==> src/rtl/seq_divider16_if.sv <==
// Handshake/bus bundle for seq_divider16.
// master: operand producer / result consumer. slave: the divider.
// Signals: in_valid/in_ready + dividend/divisor (operand side),
//          out_valid/out_ready + quotient/remainder/div_by_zero (result side).
// With SIGNED_DIV_EN defined, also carries sign_mode (to divider) and overflow (from divider).
interface seq_divider16_if #(
  parameter int unsigned WIDTH = 16
);
  logic             in_valid;
  logic             in_ready;
  logic [WIDTH-1:0] dividend;
  logic [WIDTH-1:0] divisor;
  logic             out_valid;
  logic             out_ready;
  logic [WIDTH-1:0] quotient;
  logic [WIDTH-1:0] remainder;
  logic             div_by_zero;
`ifdef SIGNED_DIV_EN
  logic             sign_mode;
  logic             overflow;

  modport master (
    output in_valid, dividend, divisor, out_ready, sign_mode,
    input  in_ready, out_valid, quotient, remainder, div_by_zero, overflow
  );
  modport slave (
    input  in_valid, dividend, divisor, out_ready, sign_mode,
    output in_ready, out_valid, quotient, remainder, div_by_zero, overflow
  );
`else
  modport master (
    output in_valid, dividend, divisor, out_ready,
    input  in_ready, out_valid, quotient, remainder, div_by_zero
  );
  modport slave (
    input  in_valid, dividend, divisor, out_ready,
    output in_ready, out_valid, quotient, remainder, div_by_zero
  );
`endif
endinterface

==> src/rtl/seq_divider16.sv <==
// Sequential restoring divider: one quotient bit per cycle, valid/ready on both sides.
// Ports: clk, rst (synchronous, active high), bus (seq_divider16_if.slave).
// Optional macro SIGNED_DIV_EN: adds sign_mode/overflow; two's-complement operands are
// divided as magnitudes and the signs are fixed up in the final iteration.
module seq_divider16 #(
  parameter int unsigned WIDTH = 16
) (
  input  logic           clk,
  input  logic           rst,
  seq_divider16_if.slave bus
);

  localparam int unsigned CNT_W = $clog2(WIDTH + 1);

  typedef enum logic [1:0] {IDLE, RUN, DONE} state_e;

  state_e             state_q, state_d;
  logic               in_ready_q, in_ready_d;
  logic               out_valid_q, out_valid_d;
  logic [WIDTH-1:0]   quot_q, quot_d;
  logic [WIDTH-1:0]   rem_q, rem_d;
  logic               dbz_q, dbz_d;
  logic [WIDTH-1:0]   pr_q, pr_d;     // partial remainder
  logic [WIDTH-1:0]   qr_q, qr_d;     // dividend bits shifting out / quotient bits shifting in
  logic [WIDTH-1:0]   dvs_q, dvs_d;
  logic [CNT_W-1:0]   cnt_q, cnt_d;

  logic [WIDTH:0]     shifted;
  logic [WIDTH+1:0]   trial;
  logic               fit;
  logic [WIDTH-1:0]   pr_next;
  logic [WIDTH-1:0]   qr_next;
  logic [WIDTH-1:0]   a_mag;
  logic [WIDTH-1:0]   b_mag;

`ifdef SIGNED_DIV_EN
  logic               ovf_q, ovf_d;
  logic               ovf_pend_q, ovf_pend_d;
  logic               qneg_q, qneg_d;
  logic               rneg_q, rneg_d;
  logic               a_neg, b_neg, ovf_case;
`endif

  // Operand magnitudes fed to the unsigned core
  always_comb begin
`ifdef SIGNED_DIV_EN
    a_neg    = bus.sign_mode & bus.dividend[WIDTH-1];
    b_neg    = bus.sign_mode & bus.divisor[WIDTH-1];
    a_mag    = a_neg ? WIDTH'(-bus.dividend) : bus.dividend;
    b_mag    = b_neg ? WIDTH'(-bus.divisor)  : bus.divisor;
    ovf_case = bus.sign_mode && (bus.dividend == {1'b1, {(WIDTH-1){1'b0}}}) && (&bus.divisor);
`else
    a_mag = bus.dividend;
    b_mag = bus.divisor;
`endif
  end

  // One restoring step; extra top bit of trial acts as the borrow/sign
  always_comb begin
    shifted = {pr_q, qr_q[WIDTH-1]};
    trial   = {1'b0, shifted} - {2'b00, dvs_q};
    fit     = ~trial[WIDTH+1];
    pr_next = fit ? trial[WIDTH-1:0] : shifted[WIDTH-1:0];
    qr_next = {qr_q[WIDTH-2:0], fit};
  end

  // Next-state and output logic
  always_comb begin
    state_d     = state_q;
    in_ready_d  = in_ready_q;
    out_valid_d = out_valid_q;
    quot_d      = quot_q;
    rem_d       = rem_q;
    dbz_d       = dbz_q;
    pr_d        = pr_q;
    qr_d        = qr_q;
    dvs_d       = dvs_q;
    cnt_d       = cnt_q;
`ifdef SIGNED_DIV_EN
    ovf_d       = ovf_q;
    ovf_pend_d  = ovf_pend_q;
    qneg_d      = qneg_q;
    rneg_d      = rneg_q;
`endif
    unique case (state_q)
      IDLE: begin
        if (bus.in_valid && in_ready_q) begin
          in_ready_d = 1'b0;
`ifdef SIGNED_DIV_EN
          ovf_d      = 1'b0;
          ovf_pend_d = ovf_case;
          qneg_d     = a_neg ^ b_neg;
          rneg_d     = a_neg;
`endif
          if (bus.divisor == '0) begin
            state_d     = DONE;
            out_valid_d = 1'b1;
            quot_d      = '1;
            rem_d       = bus.dividend;
            dbz_d       = 1'b1;
          end else begin
            state_d = RUN;
            dbz_d   = 1'b0;
            pr_d    = '0;
            qr_d    = a_mag;
            dvs_d   = b_mag;
            cnt_d   = CNT_W'(WIDTH);
          end
        end
      end
      RUN: begin
        pr_d  = pr_next;
        qr_d  = qr_next;
        cnt_d = cnt_q - CNT_W'(1);
        if (cnt_q == CNT_W'(1)) begin
          state_d     = DONE;
          out_valid_d = 1'b1;
`ifdef SIGNED_DIV_EN
          quot_d = qneg_q ? WIDTH'(-qr_next) : qr_next;
          rem_d  = rneg_q ? WIDTH'(-pr_next) : pr_next;
          ovf_d  = ovf_pend_q;
`else
          quot_d = qr_next;
          rem_d  = pr_next;
`endif
        end
      end
      DONE: begin
        if (bus.out_ready) begin
          state_d     = IDLE;
          out_valid_d = 1'b0;
          in_ready_d  = 1'b1;
        end
      end
      default: begin
        state_d     = IDLE;
        in_ready_d  = 1'b1;
        out_valid_d = 1'b0;
      end
    endcase
  end

  // State register with synchronous reset
  always_ff @(posedge clk) begin
    if (rst) begin
      state_q     <= IDLE;
      in_ready_q  <= 1'b1;
      out_valid_q <= 1'b0;
      quot_q      <= '0;
      rem_q       <= '0;
      dbz_q       <= 1'b0;
      pr_q        <= '0;
      qr_q        <= '0;
      dvs_q       <= '0;
      cnt_q       <= '0;
`ifdef SIGNED_DIV_EN
      ovf_q       <= 1'b0;
      ovf_pend_q  <= 1'b0;
      qneg_q      <= 1'b0;
      rneg_q      <= 1'b0;
`endif
    end else begin
      state_q     <= state_d;
      in_ready_q  <= in_ready_d;
      out_valid_q <= out_valid_d;
      quot_q      <= quot_d;
      rem_q       <= rem_d;
      dbz_q       <= dbz_d;
      pr_q        <= pr_d;
      qr_q        <= qr_d;
      dvs_q       <= dvs_d;
      cnt_q       <= cnt_d;
`ifdef SIGNED_DIV_EN
      ovf_q       <= ovf_d;
      ovf_pend_q  <= ovf_pend_d;
      qneg_q      <= qneg_d;
      rneg_q      <= rneg_d;
`endif
    end
  end

  assign bus.in_ready    = in_ready_q;
  assign bus.out_valid   = out_valid_q;
  assign bus.quotient    = quot_q;
  assign bus.remainder   = rem_q;
  assign bus.div_by_zero = dbz_q;
`ifdef SIGNED_DIV_EN
  assign bus.overflow    = ovf_q;
`endif

endmodule

==> src/flat_wrapper.sv <==
// flat-port wrapper written by rule: the top's interface ports become plain ports
module seq_divider16_flat 
#(
  parameter int unsigned WIDTH = 16
)
  (clk, rst, bus_in_valid, bus_dividend, bus_divisor, bus_out_ready, bus_in_ready, bus_out_valid, bus_quotient, bus_remainder, bus_div_by_zero);
  seq_divider16_if #(.WIDTH(WIDTH)) bus_i ();
  input  logic clk;
  input  logic rst;
  input wire logic [$bits(bus_i.in_valid)-1:0] bus_in_valid;
  input wire logic [$bits(bus_i.dividend)-1:0] bus_dividend;
  input wire logic [$bits(bus_i.divisor)-1:0] bus_divisor;
  input wire logic [$bits(bus_i.out_ready)-1:0] bus_out_ready;
  output wire logic [$bits(bus_i.in_ready)-1:0] bus_in_ready;
  output wire logic [$bits(bus_i.out_valid)-1:0] bus_out_valid;
  output wire logic [$bits(bus_i.quotient)-1:0] bus_quotient;
  output wire logic [$bits(bus_i.remainder)-1:0] bus_remainder;
  output wire logic [$bits(bus_i.div_by_zero)-1:0] bus_div_by_zero;
  assign bus_i.in_valid = bus_in_valid;
  assign bus_i.dividend = bus_dividend;
  assign bus_i.divisor = bus_divisor;
  assign bus_i.out_ready = bus_out_ready;
  assign bus_in_ready = bus_i.in_ready;
  assign bus_out_valid = bus_i.out_valid;
  assign bus_quotient = bus_i.quotient;
  assign bus_remainder = bus_i.remainder;
  assign bus_div_by_zero = bus_i.div_by_zero;
  seq_divider16 #(.WIDTH(WIDTH)) u_core (.clk(clk), .rst(rst), .bus(bus_i));
endmodule
==> config.mk <==
export PLATFORM = sky130hd
export DESIGN_NAME = seq_divider16_flat
export DESIGN_NICKNAME = d
export VERILOG_FILES = /design/src/rtl/seq_divider16_if.sv /design/src/rtl/seq_divider16.sv /design/src/flat_wrapper.sv
export SDC_FILE = /design/constraint.sdc
export NUM_CORES = 1
export LEC_CHECK = 0
export BUFFER_PORTS_ARGS = -buffer_cell sky130_fd_sc_hd__buf_2
export CORE_MARGIN = 4
export CORE_UTILIZATION = 57
export CTS_CLUSTER_SIZE = 10
export DETAILED_ROUTE_END_ITERATION = 7
export HOLD_SLACK_MARGIN = 0.08
export PLACE_DENSITY = 0.89
export SYNTH_ARGS = -nofsm -noshare
export SYNTH_HDL_FRONTEND = slang
export SYNTH_SLANG_ARGS = --single-unit
==> constraint.sdc <==
create_clock -name clk -period 3.01 [get_ports clk]
set_input_delay 0.1505 -clock clk [delete_from_list [all_inputs] [get_ports clk]]
set_output_delay 0.1505 -clock clk [all_outputs]
set_load 0.01 [all_outputs]
---- After elaboration in Yosys (flattened, before gate mapping) ----
Index checks and enable logic that the tools add are counted.
storage, ports and cells
  logic and storage cells ................. 66
  register bits after elaboration ......... 90
  bits of input ports ..................... 36
  output and inout port bits .............. 35
operators by class
  equal/unequal tests ..................... 8
  reduce and logical (&&, ||, !) cells .... 11
  add/sub/neg operators ................... 2
  bitwise gates (word level) .............. 3
  mux-type cells .......................... 32
operators with widths
  kind                   number
  $mux W16               11
  $pmux W16 S2           4
  $sub A17 B16 Y18       1
  $logic_not A16 Y1      1
  $reduce_and A3 Y1      4
  $mux W5                2
  $pmux W5 S2            1
  $mux W2                4
  $reduce_and A4 Y1      2
  $mux W1                7
  $ne A2 B1 Y1 const B   3
  $pmux W1 S3            2
  $pmux W2 S3            1
  $eq A5 B1 Y1 const B   1
  $sub A5 B1 Y5 const B  1
  $ne A2 B2 Y1 const B   2
  $not A1 Y1             3
  $eq A2 B1 Y1 const B   1
  $eq A2 B2 Y1 const B   1
  $logic_not A2 Y1       1
  $reduce_and A2 Y1      1
  $reduce_bool A2 Y1     1
  $logic_and A1 B1 Y1    1

---- Depth between registers and ports, before layout ----
  depth in word-level cells ............... 4
  gate-level depth with buffers ........... 11
  depth with buffers taken out ............ 10

---- Least setup slack after synthesis ----
Ideal clock, no wire load.
  path type ............................... register to register
  start point ............................. reg u_core.dvs_q[11]
  end point ............................... reg u_core.rem_q[4] (netlist: u_core.bus.remainder[4])
  library setup time ...................... 0.074 ns
  data arrival time ....................... 2.513 ns
  cell stages (with the launch flop) ...... 11
  path buffers ............................ 2
  slack ................................... 0.423 ns
  required time ........................... 2.936 ns
  period minus slack after synthesis ...... 2.587 ns
  path through ............................ dfxtp_1 inv_1 ha_1 buf_4 nand4_2 or4_4 a211o_1 and3_4 buf_6 o41a_1 a31oi_1
on the way
  cells in the longest elaborated chain, start to end .. 4
ends and longest elaborated chain
  element                   RTL line              source
  start: declaration        seq_divider16.sv:25   logic [WIDTH-1:0] dvs_q, dvs_d;
  start signal: assignment  seq_divider16.sv:171  dvs_q <= dvs_d;
  $sub A17 B16 Y18          seq_divider16.sv:61   trial = {1'b0, shifted} - {2'b00, dvs_q};
  $mux W16                  seq_divider16.sv:63   pr_next = fit ? trial[WIDTH-1:0] : shifted[WIDTH-1:0];
  $mux W16                  seq_divider16.sv:115  if (cnt_q == CNT_W'(1)) begin
  $pmux W16 S2              seq_divider16.sv:85   unique case (state_q)
  end signal: assignment    seq_divider16.sv:167  rem_q <= rem_d;
  end: declaration          seq_divider16.sv:21   logic [WIDTH-1:0] rem_q, rem_d;
No other way between the ends. The select of a mux whose other input is x is not followed.
A chain may end at the register's enable or synchronous reset.

---- Worst setup path in the final report ----
Same ends and word-level chain as after synthesis.

==> qor.yml <==
cts_buffers: 9
crit_path_cell_trace: "inv_1 -> ha_1 -> nand4_2 -> or4_4 -> a211o_1 -> and3_4 -> o41a_1 -> a31oi_1"
hpwlAfterDp_um: 10300
setup_violations: 0
grt_pass1_vias: 4728
min_path_type: "input pin to flip-flop"
async_flop_share_pct: 0
postCtsHoldBufs: 26
final_cells: 807
ir_drop_v: 0.000984
cts-root-buf: "clkbuf_8"
finalHoldViolCount: 0
finalCriticalPeriod_ps: 2860
num_vias: 5093
whs_endpoint: "u_core.qr_q[5]"
slowest_stage: "or4_4"
clock_path_buffers: 2
wl_per_cell_um: 18.1
yosysWarnings: 0
reg2reg_to: "u_core.bus.remainder[4]"
max_stage_delay_ps: 520
crit_family: "simple AND/OR/NAND/NOR gates"
clk_pin_slew_ps: 100
drive_above_1_share_pct: 16.1
ios: 71
cts_tree: "built"
status: "complete, no violations"
insertion_delay_ps: 380
crit_path_max_fanout: 27
hold_depth: 3
cts_resized: 0
yosys-top-cells-area: "dfxtp_1 38%, nand2_1 7.3%, nor2_1 5.1%"
rr_startpoint: "u_core.dvs_q[11]"
netlist_instances: 613
h-tree-depth: 3
n_antenna_cell: 0
power.leakage_nw: 2.33
start_util_pct: 58.3
core.rowCount: 33
grt_pass1_wl_um: 23300
setup-tns-final_ps: 0
synth.largest_area_cell: "dfxtp_1"
post-place-ws_ps: 242
antenna_found_initial: 0
syn_avg_cell_area_um2: 7.74
rrSetupSlack_ps: 150
maxSlewViolCount: 0
grt_max_degree: 47
ys_types: 59
rr_worst_depth: 8
setup_ws_ps: 154
area_growth_pct: 19.2
dieArea_mm2: 0.00984
startpoint_type: "flip-flop"
via_per_inst: 6.31
synth_ff_type: "dfxtp_1"
clkSinkCount: 90
coreArea_mm2: 0.00813
crit_type: "flip-flop to flip-flop"
totalWireLength_um: 14600
min_from: "bus_dividend[5]"
critPathArrivalTime_ps: 3160
grt.overflow.total: 0
drt_first_pass_iters: 5
grt_usage_pct: 29.3
synth_nets: 668
layout.nets: 752
worst_ep_required_time_ps: 3320
post_cts_buffers: 0
finalClockSkew_ps: 14.0
io_buffers: 70
period_share_pct: 94.9
crit_buf_inv: 1
ys_seq_elements: 90
initialDrtViolationCount: 431
detail_route.drc_violations: 0
tightest_slew_ps: 735
die_y_um: 99.2
ys_seq_area_share_pct: 38.0
rsz0062_at_grt: "no"
synth_edf_count: 0
critPathCaptureType: "flip-flop"
cellPowerDensity_mw_per_mm2: 993
die_w_um: 99.2
synth_area_mm2: 0.00474
cap_violations: 0
max_clock_freq_ghz: 0.350
antenna_left: 0
synth_top_area_share_pct: 38.0
gp_congestion: 1.08
dp.cells: 765
slew_headroom_pct: 50.9
-- layout by cell type, fill, tap and decap left out, drive strengths merged, types with 3 or more instances in the layout --
cell type	instances
a31oi	13
o21a	6
nand3	12
inv	28
a21oi	45
and2	6
nor2	64
a211o	4
clkbuf	9
nor2b	5
a41oi	3
nand4	7
dfxtp	90
nor3	43
ha	18
nand2b	4
o21ai	30
mux2i	5
xor2	6
a32oi	5
dlygate4sd3	26
or3	11
buf	88
o31ai	3
a211oi	10
o32ai	3
nor4	7
and3	3
nand2	92
o211ai	3
a311oi	15
a21o	9
-- per-layer routing --
metal  part of all wire, %  track usage (%)  up-vias
li1                      -                -     2385
met1                    40             38.2     2341
met3                   9.9             5.82       46
met2                    47             47.4      321
met5                     0                0        -
met4                   3.4             12.7        0
-- sequential cells by signal, indices dropped and copies added, names as in the netlist --
signal	flops
u_core.bus.div_by_zero	1
u_core.bus.out_valid	1
u_core.dvs_q	16
u_core.qr_q	16
u_core.cnt_q	5
u_core.pr_q	16
u_core.bus.quotient	16
u_core.bus.in_ready	1
u_core.state_q	2
u_core.bus.remainder	16
-- per-stage QoR --
| step | utilization [%] | hold slack, ps | cell area [um^2] | total power [W] |
|---|---|---|---|---|
| finish | 69.5 | 87.7 | 5650 | 0.00561 |
| global route | 69.5 | 104 | 5650 | 0.00593 |
| floorplan | - | 286 | 4740 | 0.00389 |
| CTS | 69.5 | 86.8 | 5650 | 0.00550 |
| detailed placement | 63.8 | 411 | 5190 | 0.00458 |
| global placement | 63.8 | 402 | 5190 | 0.00454 |
-- report_power, final --
| part | switching, W | total [W] | internal [W] | leakage, nW |
|---|---|---|---|---|
| clock network | 0.000488 | 0.000888 | 0.000400 | 0.107 |
| logic | 0.00204 | 0.00323 | 0.00118 | 1.49 |
| registers | 0.000152 | 0.00150 | 0.00134 | 0.734 |
| total | 0.00268 | 0.00561 | 0.00293 | 2.33 |
-- synth_stat cells, types with 3 or more instances --
cell / n
a31oi_1: 13
a41oi_1: 3
xor2_1: 6
a311oi_1: 15
o31ai_1: 3
nor2b_1: 5
nor3_1: 43
o32ai_1: 3
ha_1: 18
nand3_1: 12
dfxtp_1: 90
a211oi_1: 10
nor2_1: 64
nand2_1: 92
a211o_1: 4
nor4_1: 7
a21oi_1: 45
o21a_1: 6
a32oi_1: 5
mux2i_1: 5
clkbuf_1: 34
inv_1: 23
o21ai_1: 5
o21ai_0: 25
o211ai_1: 3
a21o_1: 9
and2_1: 6
nand2b_1: 4
or3_1: 11
nand4_1: 6
-- worst min-delay path, stage by stage --
cell      delay, ps
buf_2           100
nand2_1          80
a311oi_1         90
-- area by class of cell --
class                      instances  area (um^2)
inverter                          23         86.3
sequential                        90         1800
clock buffer                       9          124
multi-input combinational        459         2680
tap                              105          131
clock inverter                     7         81.3
fill                             641         2480
timing repair buffer             114          746
-- how the worst max path moves through the flow --
stage	slack (ps)	start	endpoint	cells past startpoint
after floorplan	420	u_core.dvs_q[11]	u_core.bus.remainder[4]	10
after global placement	290	u_core.dvs_q[11]	u_core.bus.remainder[4]	8
after detailed placement	240	u_core.dvs_q[11]	u_core.bus.remainder[4]	8
after CTS	160	u_core.dvs_q[11]	u_core.bus.remainder[4]	8
after global routing	10	u_core.dvs_q[11]	u_core.bus.remainder[4]	8
final	150	u_core.dvs_q[11]	u_core.bus.remainder[4]	8
-- logic make-up (layout without fill, tap and decap cells) --
group / count (synthesis) / count (layout) / synth area share (%)
AND/OR/NAND/NOR: 261 / 261 / 25.3
AO/OA/AOI/OAI: 167 / 167 / 23.6
flip-flops: 90 / 90 / 38.0
buffers and inverters: 64 / 153 / 5.59
adder cells (fa/ha/maj): 19 / 19 / 5.17
XOR/XNOR: 7 / 7 / 1.29
multiplexers: 5 / 5 / 1.06
(Power assumes the default switching activity.)
